File: src/rtl/mem_port_arbiter.sv
// rtl/mem_port_arbiter.sv - shares one single-port memory between fetch and data ports
// One transaction outstanding at a time; data wins unless a waiting fetch has been starved.
module mem_port_arbiter #(
  parameter int AW         = 32,
  parameter int DW         = 32,
  parameter int STARVE_MAX = 4
) (
  input  logic            clk,
  input  logic            reset,
  input  logic            ifetch_req,
  input  logic [AW-1:0]   ifetch_addr,
  input  logic            ifetch_kill,
  output logic            ifetch_valid,
  output logic [DW-1:0]   ifetch_rdata,
  input  logic            dmem_req,
  input  logic            dmem_we,
  input  logic [DW/8-1:0] dmem_be,
  input  logic [AW-1:0]   dmem_addr,
  input  logic [DW-1:0]   dmem_wdata,
  output logic            dmem_done,
  output logic [DW-1:0]   dmem_rdata,
  output logic            stall_if,
  output logic            stall_mem,
  output logic            mem_req,
  output logic            mem_we,
  output logic [DW/8-1:0] mem_be,
  output logic [AW-1:0]   mem_addr,
  output logic [DW-1:0]   mem_wdata,
  input  logic            mem_gnt,
  input  logic            mem_rvalid,
  input  logic [DW-1:0]   mem_rdata
);

  localparam int CW = $clog2(STARVE_MAX + 1);
  localparam logic [CW-1:0] STARVE_LIM = CW'(STARVE_MAX);

  typedef enum logic [1:0] {IDLE, D_WAIT, I_WAIT} state_t;

  state_t          state_q, state_d;
  logic [CW-1:0]   starve_q, starve_d;
  logic            kill_q, kill_d;
  logic            ifetch_valid_q, ifetch_valid_d;
  logic            dmem_done_q, dmem_done_d;
  logic [DW-1:0]   ifetch_rdata_q, ifetch_rdata_d;
  logic [DW-1:0]   dmem_rdata_q, dmem_rdata_d;
  logic            sel_d, sel_i, starve_hit;

  always_ff @(posedge clk or negedge reset) begin
    if (!reset) begin
      state_q        <= IDLE;
      starve_q       <= '0;
      kill_q         <= 1'b0;
      ifetch_valid_q <= 1'b0;
      dmem_done_q    <= 1'b0;
      ifetch_rdata_q <= '0;
      dmem_rdata_q   <= '0;
    end else begin
      state_q        <= state_d;
      starve_q       <= starve_d;
      kill_q         <= kill_d;
      ifetch_valid_q <= ifetch_valid_d;
      dmem_done_q    <= dmem_done_d;
      ifetch_rdata_q <= ifetch_rdata_d;
      dmem_rdata_q   <= dmem_rdata_d;
    end
  end

  always_comb begin
    state_d        = state_q;
    kill_d         = kill_q;
    ifetch_valid_d = 1'b0;
    dmem_done_d    = 1'b0;
    ifetch_rdata_d = ifetch_rdata_q;
    dmem_rdata_d   = dmem_rdata_q;
    sel_d          = 1'b0;
    sel_i          = 1'b0;
    mem_req        = 1'b0;
    mem_we         = 1'b0;
    mem_be         = '0;
    mem_addr       = '0;
    mem_wdata      = '0;
    starve_hit     = (starve_q == STARVE_LIM) && ifetch_req;

    case (state_q)
      IDLE: begin
        // The pipeline advances on the dmem_done edge, so issue nothing while it is high.
        if (!dmem_done_q) begin
          if (dmem_req && !starve_hit) begin
            sel_d = 1'b1;
          end else if (ifetch_req && !ifetch_valid_q && !ifetch_kill) begin
            sel_i = 1'b1;
          end
        end
        if (sel_d) begin
          mem_req   = 1'b1;
          mem_we    = dmem_we;
          mem_be    = dmem_be;
          mem_addr  = dmem_addr;
          mem_wdata = dmem_wdata;
          if (mem_gnt) state_d = D_WAIT;
        end else if (sel_i) begin
          mem_req  = 1'b1;
          mem_be   = '1;
          mem_addr = ifetch_addr;
          if (mem_gnt) begin
            state_d = I_WAIT;
            kill_d  = 1'b0;
          end
        end
      end
      D_WAIT: begin
        if (mem_rvalid) begin
          dmem_rdata_d = mem_rdata;
          dmem_done_d  = 1'b1;
          state_d      = IDLE;
        end
      end
      I_WAIT: begin
        if (mem_rvalid) begin
          if (kill_q || ifetch_kill) begin
            kill_d = 1'b0;
          end else begin
            ifetch_rdata_d = mem_rdata;
            ifetch_valid_d = 1'b1;
          end
          state_d = IDLE;
        end else if (ifetch_kill) begin
          kill_d = 1'b1;
        end
      end
      default: state_d = IDLE;
    endcase

    starve_d = starve_q;
    if (!ifetch_req || (sel_i && mem_gnt)) begin
      starve_d = '0;
    end else if (sel_d && mem_gnt && (starve_q != STARVE_LIM)) begin
      starve_d = starve_q + CW'(1);
    end
  end

  assign ifetch_valid = ifetch_valid_q;
  assign ifetch_rdata = ifetch_rdata_q;
  assign dmem_done    = dmem_done_q;
  assign dmem_rdata   = dmem_rdata_q;
  assign stall_if     = ifetch_req & ~ifetch_valid_q;
  assign stall_mem    = dmem_req & ~dmem_done_q;

endmodule

File: config.mk
export PLATFORM = sky130hd
export DESIGN_NAME = mem_port_arbiter
export DESIGN_NICKNAME = d
export VERILOG_FILES = /design/src/rtl/mem_port_arbiter.sv
export SDC_FILE = /design/constraint.sdc
export NUM_CORES = 1
export LEC_CHECK = 0
export BUFFER_PORTS_ARGS = -buffer_cell sky130_fd_sc_hd__buf_2
export CAP_MARGIN = 15
export CELL_PAD_IN_SITES_DETAIL_PLACEMENT = 1
export CELL_PAD_IN_SITES_GLOBAL_PLACEMENT = 1
export CORE_MARGIN = 1.5
export CORE_UTILIZATION = 26
export DETAILED_ROUTE_END_ITERATION = 12
export MAX_ROUTING_LAYER = met4
export PLACE_DENSITY = 0.89
export SLEW_MARGIN = 30
export SYNTH_ARGS = -nofsm -noshare
export SYNTH_HDL_FRONTEND = slang
export SYNTH_SLANG_ARGS = --single-unit
File: constraint.sdc
create_clock -name clk -period 1.9 [get_ports clk]
set_input_delay 0.285 -clock clk [delete_from_list [all_inputs] [get_ports clk]]
set_output_delay 0.285 -clock clk [all_outputs]
set_load 0.05 [all_outputs]
==> results of run 1 <==
-- where the power goes --
group	leakage (uW)	internal, uW	switching (uW)
logic	0.00241	2760	5330
registers	0.000896	2230	374
clock network	0.000159	1150	657
-- per-layer routing --
metal,global-route usage,up-vias,routed length (um)
li1,-,1610,-
met1,0.2333,1773,5671
met2,0.3642,184,7939
met3,0.04325,26,984
met4,0.07961,0,400
met5,-,-,0
-- cell families after synthesis --
| logic type | count (synthesis) | synth area share |
|---|---|---|
| fa+ha+maj | 5 | 0.01766 |
| flops | 72 | 0.5085 |
| simple gates | 53 | 0.09252 |
| mux | 67 | 0.2122 |
| xor+xnor | 1 | 0.002472 |
| compound gates | 47 | 0.1130 |
| buf+inv | 31 | 0.05367 |
-- registers in the layout, summed over array words and instances, names as in the netlist --
signal,count
ifetch_valid,1
dmem_done,1
starve_q,3
state_q,2
kill_q,1
dmem_rdata,32
ifetch_rdata,32
-- cells in the final DEF, fill, tap and decap left out, drive strengths merged, types with 2 or more instances in the layout --
master | Yosys | layout
a21o | 4 | 4
a21oi | 2 | 2
a22o | 32 | 32
and2 | 2 | 2
and3 | 34 | 34
buf | 14 | 304
bufinv | 0 | 2
clkbuf | 8 | 12
clkinv | 0 | 5
dfrtp | 72 | 72
ha | 5 | 5
inv | 9 | 9
mux2 | 65 | 65
mux2i | 2 | 2
nand2 | 4 | 4
nor2 | 5 | 5
nor2b | 2 | 2
o21ai | 2 | 2
-- cells in the mapped netlist (2+ instances only) --
master / number / area share
a21o_1: 4 / 0.0085
mux2i_1: 2 / 0.0056
buf_1: 3 / 0.0032
buf_12: 4 / 0.023
clkbuf_1: 8 / 0.0085
ha_1: 5 / 0.018
buf_2: 7 / 0.0099
and3_1: 34 / 0.060
nor2b_1: 2 / 0.0035
inv_1: 9 / 0.0095
mux2_2: 64 / 0.20
nor2_1: 5 / 0.0053
a22o_1: 32 / 0.079
nand2_1: 3 / 0.0032
dfrtp_1: 72 / 0.51
-- through the flow --
step	hold WS, ns	cell area, um2	power [uW]
after global routing	0.1937	6611	12970
after CTS	0.1864	6554	12480
after floorplan	-0.01059	3891	8091
final	0.1959	6611	12500
after detailed placement	0.2923	5634	9943
after global placement	0.2681	5634	9698
-- timing repair --
item                       4_1_cts  5_1_grt
cloned                           1        3
setup endpoints to repair       70      102
setup buffers                    5        2
pin swaps                        2        1
hold buffers                     1        0
hold endpoints to repair        20        0
gates resized for setup        163        1
-- critical path: cells and delay by family, from the launching register on --
kind	cells	cell delay, ns
AND/OR/NAND/NOR	2	0.74
buffers and inverters	3	0.41
flip-flops	1	0.40
AO/OA/AOI/OAI	2	0.26
-- cell type report --
type / instances / area, um2 / share of cell area
clock inverters: 7 / 96.34 / 0.01457
diodes: 1 / 2.502 / 0.0003785
multi-input cells: 173 / 1909 / 0.2888
repair buffers: 308 / 2320 / 0.3509
inverters: 9 / 33.78 / 0.005110
flip-flops and latches: 72 / 1804 / 0.2729
clock buffers: 9 / 225.2 / 0.03407
well taps: 176 / 220.2 / 0.03331
-- worst max path at each step --
stage | startpoint | endpoint | slack, ns | cells after the start
6_report | ifetch_valid | mem_addr[23] | -0.53 | 7
3_3_place_gp | ifetch_kill | mem_addr[13] | -0.25 | 7
5_1_grt | ifetch_valid | mem_addr[15] | -0.58 | 7
4_1_cts | ifetch_valid | mem_addr[24] | -0.55 | 7
3_5_place_dp | ifetch_kill | mem_addr[30] | -0.26 | 7
2_1_floorplan | ifetch_valid | mem_addr[11] | -0.24 | 6
==> key figures, run 1 <==
Timing
  • Worst slew pin tran: between 0.5 and 0.6 ns
  • Max Clock Freq: about 410 MHz
  • RSZ-0062 raised after global routing: true
  • Worst clock skew: 0.006380 ns
  • PnR worst setup slack: -0.5313 ns
  • Setup Viol. Count Final: 70
  • Max-slew violation count: 0
  • Final cycle utilization of the critical path: 1.280
  • Setup_tns: -23.50 ns
  • Slew HR: 0.6517
  • Final hold violations: 0
  • Final min period: 2.431 ns

Placement
  • Placed cells: 729
  • Port buffer count: 277
  • DP HPWL: roughly 11 mm
  • GP Congestion: ~0.84
  • Place WS: -0.2589 ns

Worst setup path
  • Critical path data arrival time: around 2.2 ns
  • Worst reg2reg endpoint: ifetch_rdata[25]
  • CP Data Required Time: 1.62 ns
  • Register-to-register path setup slack: 0.10 ns
  • Crit path launch type: register
  • Worst R2R Path Depth: 6
  • Setup crit end kind: output pin
  • Worst r2r src: state_q[0]
  • CP max FO: 6
  • Worst path max stage delay: between 0.5 and 0.6 ns
  • CP Class: register to output pin
  • Crit-path cells: or4b_4, a21oi_4, and2_4, buf_6, clkbuf_16, a22o_4, buf_8
  • Slowest cell on crit path: or4b_4

Route
  • Routed wire length: ~15 mm
  • Detail Route Antenna Nets: 0
  • Starting DRT DRC Count: roughly 130
  • Drt wl/cell: 19.86 um
  • Via-per-instance ratio: 4.759
  • DR pass1 iterations: 4
  • Via count of the routed design: 3,593
  • # DRC: 0

Hold path
  • Count of cells along the worst hold path: 2
  • Hold Crit Class: input pin to register
  • Hold Crit Endpoint: dmem_rdata[5]
  • HP Start: mem_rdata[5]

Synthesis
  • Cell variety after synth: 37
  • Syn. warnings: 0
  • Synth Flop Type: dfrtp_1
  • Synthesized area: 0.003543 mm2
  • Post-synthesis instance total: 276
  • Async S/R FF share, synth: 1.000
  • Post-Syn Nets: ~420
  • Synthesized area per cell: 12.84 um2
  • Sequential area share after synthesis: 0.5085
  • #FFs+latches synth: 72
  • Number of enable flip-flop cells after synthesis: 0

Clock network
  • Clock transition at the registers of the reported paths: roughly 0.060 ns
  • CTS Sinks: 72
  • Root Driver: clkbuf_16
  • Clock Path Buffers: 2
  • CTS tree: done
  • Clk Latency, worst-skew pair: about 0.33 ns
  • Number of buffers created by CTS: 9
  • H-tree levels: 3

GRT
  • Largest net degree at the start of global routing: 53
  • Vias in the first global route: 4,057
  • First-pass GRT wire length: between 20 and 25 mm
  • GR Overflow Total: 0
  • GRT Util Overall: 0.2080
  • Initial antenna violation count: 1

Floorplan
  • IO Pins: between 200 and 300
  • Row cnt: 42
  • Core Area: about 0.013 mm2
  • Die W: ~120 um
  • Die area: 0.01434 mm2
  • Effective utilization at floorplan: 0.2665
  • Die Y: 119.7 um

Final layout
  • Area growth from synthesis to layout: 86.58%
  • Share of layout cells above drive strength 1: 0.8097
  • Layout fillers: about 1,400
  • Fin cells: ~760
  • Final core occ: 0.4973
  • Layout Nets: about 700

Outcome
  • Failing checks: setup timing
  • Outcome: finished with violations

Flow run
  • Max_cap viols: 0

Power and ir drop
  • P_leak: roughly 0.0035 uW
  • Max IR drop VDD: 1.397 mV
  • PD cells: ~1900 mW/mm2
No activity file was read; power rests on OpenSTA's default activity.
==> run 2, diff against run 1 <==
- PLACE_DENSITY: 0.89 -> 0.73
- RECOVER_POWER: unset -> 50
==> key figures, run 2 (synthesis gave the netlist of run 1 again) <==
Floorplan
  • Row cnt: 42
  • Die area: approximately 0.014 mm2
  • Die Y: 119.7 um
  • Core Area: 0.01330 mm2
  • IO Pins: between 200 and 300
  • Effective utilization at floorplan: 0.2665
  • Die W: about 120 um

Clock network
  • CTS tree: done
  • Number of buffers created by CTS: 9
  • Clock Path Buffers: 2
  • Clk Latency, worst-skew pair: about 0.33 ns
  • Root Driver: clkbuf_16
  • CTS Sinks: 72
  • Clock transition at the registers of the reported paths: about 0.06 ns
  • H-tree levels: 3

Timing
  • Setup Viol. Count Final: 70
  • Worst slew pin tran: 1.108 ns
  • PnR worst setup slack: -0.5002 ns
  • Final min period: approximately 2.4 ns
  • Worst clock skew: 0.004030 ns
  • Hold slack: about 0.20 ns
  • Slew HR: 0.2616
  • Max-slew violation count: 0
  • Final cycle utilization of the critical path: 1.263
  • Max Clock Freq: between 400 and 500 MHz
  • RSZ-0062 raised after global routing: true
  • Final hold violations: 0

Worst setup path
  • CP Data Required Time: about 1.6 ns
  • CP Class: register to output pin
  • Setup crit end kind: output pin
  • Critical path data arrival time: about 2.1 ns
  • CP max FO: 6
  • Crit path launch type: register

Final layout
  • Area growth from synthesis to layout: 101.2%
  • Share of layout cells above drive strength 1: 0.7725
  • Layout fillers: 1,409
  • Ant. Diodes: 0
  • Most frequent cells in the layout: buf_2 (173), dfrtp_1 (70), mux2_2 (64), buf_8 (64), clkbuf_1 (34)
  • Commonest non-fill, non-tap cell in the layout: buf_2
  • Layout Nets: around 730

Power and ir drop
  • Max IR drop VDD: roughly 1.0 mV
  • PD cells: approximately 1800 mW/mm2
  • P_leak: 0.003516 uW

Route
  • Drt wl/cell: between 20 and 25 um
  • Via count of the routed design: between 3,000 and 4,000
  • Via-per-instance ratio: approximately 4.8
  • Routed wire length: around 16 mm
  • Detail Route Antenna Nets: 0
  • DR pass1 iterations: 4
  • Starting DRT DRC Count: 85
  • # DRC: 0

Outcome
  • Failing checks: setup timing
  • Outcome: finished with violations

GRT
  • GRT Util Overall: 0.2309
  • First-pass GRT wire length: roughly 24 mm
  • GR Overflow Total: 0
  • Initial antenna violation count: 0
  • Largest net degree at the start of global routing: 55
  • Vias in the first global route: 4,261

Placement
  • DP HPWL: 11.17 mm
  • Port buffer count: between 200 and 300
  • Place WS: -0.2591 ns
  • GP Congestion: about 0.9

Hold path
  • Hold Crit Class: input pin to register

Flow run
  • Max_cap viols: 0
-- run 2: cell count changes in the layout (fill, tap and decap cells not counted), sizes merged --
cell    before  now
buf        304  283
clkbuf      12   46
clkinv       5    3
diode        1    0
-- run 2: critical path: stages (launching register included) --
cell     delay [ns]
dfrtp_2        0.40
or4b_4         0.53
a21oi_4        0.14
and2_4         0.24
buf_6          0.16
a22o_4         0.15
buf_8          0.16
-- run 2: final timing paths --
kind / endpoint / slack, ns / startpoint / cells after the start
worst min-delay path: dmem_rdata[13] / 0.20 / mem_rdata[13] / 2
min in group asynchronous: ifetch_rdata[31] / 0.70 / reset / 2
worst max register to register: state_q[1] / 0.03 / dmem_done / 9
worst max-delay path: mem_addr[19] / -0.50 / ifetch_valid / 6
worst min register to register: ifetch_rdata[11] / 0.51 / ifetch_rdata[11] / 1
max in group asynchronous: ifetch_rdata[1] / 0.25 / reset / 3
-- run 2: where the power goes --
group	leakage (uW)	switching (uW)	internal [uW]
sequential	0.000896	383	2230
clock	0.000165	633	1220
combinational	0.00245	5540	3090
total	0.00352	6560	6540
-- run 2: layer usage --
layer  track usage  routed length, um  share of wire
met1        0.2373               5832           0.36
met2        0.4221               8956           0.55
met3       0.05276                906          0.055
met4       0.09821                722          0.044
met5             -                  0              0
-- run 2: layout make-up --
cell class	count	area, um2	share of cell area
Sequential cell	72	1804	0.2531
Clock inverter	5	78.83	0.01106
Tap cell	176	220.2	0.03089
Clock buffer	11	252.7	0.03545
Multi-Input combinational cell	173	2088	0.2929
Timing Repair Buffer	319	2651	0.3719
Inverter	9	33.78	0.004739
-- run 2: repair_timing --
action,CTS,global route
resized for setup,237,23
endpoints found under the hold margin,18,0
setup buffers,9,2
pin swaps,29,5
gates cloned,6,2
hold buffers,1,0
endpoints found under the setup margin,88,104
-- run 2: metrics by stage --
stage | TNS [ns] | util | instance area [um2] | cells | power, uW
finish | -27.65 | 0.5362 | 7129 | 765 | 13090
global route | -31.48 | 0.5362 | 7129 | 765 | 13580
CTS | -27.69 | 0.5343 | 7103 | 763 | 13110
detailed placement | -9.270 | 0.4272 | 5679 | 731 | 10020
global placement | -6.980 | 0.4272 | 5679 | 731 | 9810
floorplan | -8.123 | - | 3891 | 276 | 8091
==> run 3, diff against run 2 <==
- PLACE_DENSITY: 0.73 -> unset
- PLACE_DENSITY_LB_ADDON: unset -> 0.05
==> key figures, run 3 (synthesis gave the netlist of run 1 again) <==
Outcome
  • Outcome: finished with violations
  • Failing checks: setup timing

GRT
  • GR Overflow Total: 0
  • GRT Util Overall: 0.1958
  • Initial antenna violation count: 4
  • First-pass GRT wire length: around 21 mm
  • Vias in the first global route: between 3,000 and 4,000
  • Largest net degree at the start of global routing: between 70 and 80

Power and ir drop
  • P_sw: between 6000 and 7000 uW
  • Power share of the sequential group: 0.204
  • Internal power: just over 6000 uW
  • Clock Power Share: 0.125
  • Max IR drop VDD: just over 1 mV
  • Net Sw Frac: 0.5052
  • Logic pwr share: 0.671
  • Tot Pwr: between 10,000 and 15,000 uW
  • P_leak: ~0.0034 uW
  • PD cells: 1845 mW/mm2

Worst setup path
  • CP Class: register to output pin
  • Critical path data arrival time: 2.10 ns
  • Setup crit end kind: output pin
  • Worst path max stage delay: 0.39 ns
  • Worst path depth: 8
  • Worst R2R Path Depth: 5
  • CP max FO: 8
  • Register-to-register path setup slack: 0.11 ns
  • Cell family with most CP delay: compound AO/OA/AOI/OAI gates
  • Crit-path cells: inv_2, ha_4, nand2_4, o21a_4, and2_4, buf_16, a22o_2, buf_12
  • Slowest cell on crit path: dfrtp_1
  • Crit path launch type: register
  • Critical path startpoint: starve_q[0]
  • Worst r2r src: state_q[0]
  • WP buf/inv: 3
  • CP Data Required Time: approximately 1.6 ns

Floorplan
  • Die Y: about 120 um
  • Die area: about 0.014 mm2
  • IO Pins: ~280
  • Effective utilization at floorplan: 0.2665
  • Core Area: around 0.013 mm2
  • Die W: 119.7 um
  • Row cnt: 42

Final layout
  • Area growth from synthesis to layout: 91.70%
  • Commonest non-fill, non-tap cell in the layout: buf_2
  • Register area: 0.001804 mm2
  • Multi-input gate area: between 0.0015 and 0.002 mm2
  • Layout Nets: 725
  • Final Cell Area: approximately 0.0068 mm2
  • Layout fillers: ~1,400
  • Most frequent cells in the layout: buf_2 (173), dfrtp_1 (70), mux2_2 (64), buf_6 (36), clkbuf_1 (35)
  • Share of layout cells above drive strength 1: 0.7624

Route
  • Detail Route Antenna Nets: 0
  • DR pass1 iterations: 4
  • Via-per-instance ratio: 4.663
  • Via count of the routed design: around 3,600
  • Routed wire length: about 14 mm
  • Starting DRT DRC Count: 111
  • Drt wl/cell: ~19 um
  • # DRC: 0

Placement
  • Place WS: -0.2588 ns
  • GP Congestion: 0.7351
  • Placed cell areas: ~0.0057 mm2
  • DP HPWL: ~10 mm
  • Port buffer count: between 200 and 300

Timing
  • Max-slew violation count: 0
  • Final hold violations: 0
  • RSZ-0062 raised after global routing: true
  • PnR worst setup slack: -0.4883 ns
  • Max Clock Freq: around 420 MHz
  • Worst slew pin tran: 0.9748 ns
  • Slew HR: 0.3501
  • Worst clock skew: ~0.0066 ns
  • Final cycle utilization of the critical path: 1.257
  • Setup Viol. Count Final: 70
  • Final min period: ~2.4 ns

Hold path
  • Count of cells along the worst hold path: 2
  • Hold Crit Class: input pin to register
  • HP Start: mem_rdata[16]

Clock network
  • Root Driver: clkbuf_16
  • H-tree levels: 3
  • CTS tree: done
  • CTS Sinks: a little over 70
  • Clock transition at the registers of the reported paths: about 0.06 ns
  • Clock Path Buffers: 2
  • Clk Latency, worst-skew pair: between 0.3 and 0.4 ns
  • Number of buffers created by CTS: 9

Flow run
  • Max_cap viols: 0
## run 3: cell types whose count changed in the layout (fill, tap and decap cells not counted), moves of 4 or more
cell,before,now
diode_2,0,4
and3_2,0,25
buf_8,64,30
buf_6,11,36
buf_4,16,20
and3_4,33,8
## run 3: metrics by stage
step	TNS, ns	hold slack [ns]	instances	util
final	-21.03	0.2010	765	0.5109
after global routing	-24.82	0.1884	765	0.5109
after CTS	-21.18	0.1861	758	0.5064
after detailed placement	-7.753	0.3523	732	0.4289
after global placement	-7.305	0.3439	732	0.4289
after floorplan	-8.123	-0.01059	276	-
## run 3: metal layers
layer  track usage  vias up  share of wire
li1              -     1635              -
met1        0.1998     1754           0.37
met2        0.3606      157           0.54
met3       0.05561       21          0.069
met4       0.06399        0          0.024
met5             -        -              0
## run 3: timing repair
action	4_1_cts	5_1_grt
pin swaps	2	3
endpoints found under the hold margin	43	0
buffers inserted	3	2
gates cloned	6	2
hold buffers	1	0
setup endpoints to repair	70	70
resized for setup	167	18
## run 3: power by group through the flow
stage	logic [uW]	clock network, uW	registers (uW)
floorplan	3200	0	4890
global placement	7320	0	2540
detailed placement	7380	0	2570
CTS	8430	1630	2560
global route	8710	1700	2670
finish	8410	1560	2560
## run 3: layout make-up
type / count / share of cell area
Timing Repair Buffer: 315 / 0.3640
Sequential cell: 72 / 0.2656
Clock buffer: 12 / 0.03776
Inverter: 9 / 0.004973
Tap cell: 176 / 0.03242
Clock inverter: 4 / 0.004237
Multi-Input combinational cell: 173 / 0.2896
Antenna cell: 4 / 0.001474
## run 3: path summary, 6_finish.rpt
kind | to
max | mem_addr[3]
min | dmem_rdata[16]
max reg2reg | ifetch_rdata[3]
min reg2reg | ifetch_rdata[11]
max in group asynchronous | dmem_done
min in group asynchronous | ifetch_rdata[14]
## run 3: worst reg2reg max path: stages, from the launching register on
cell and delay, ns:
dfrtp_1 0.38, inv_1 0.13, ha_1 0.19, nor4bb_4 0.37
buf_4 0.25, mux2_2 0.35
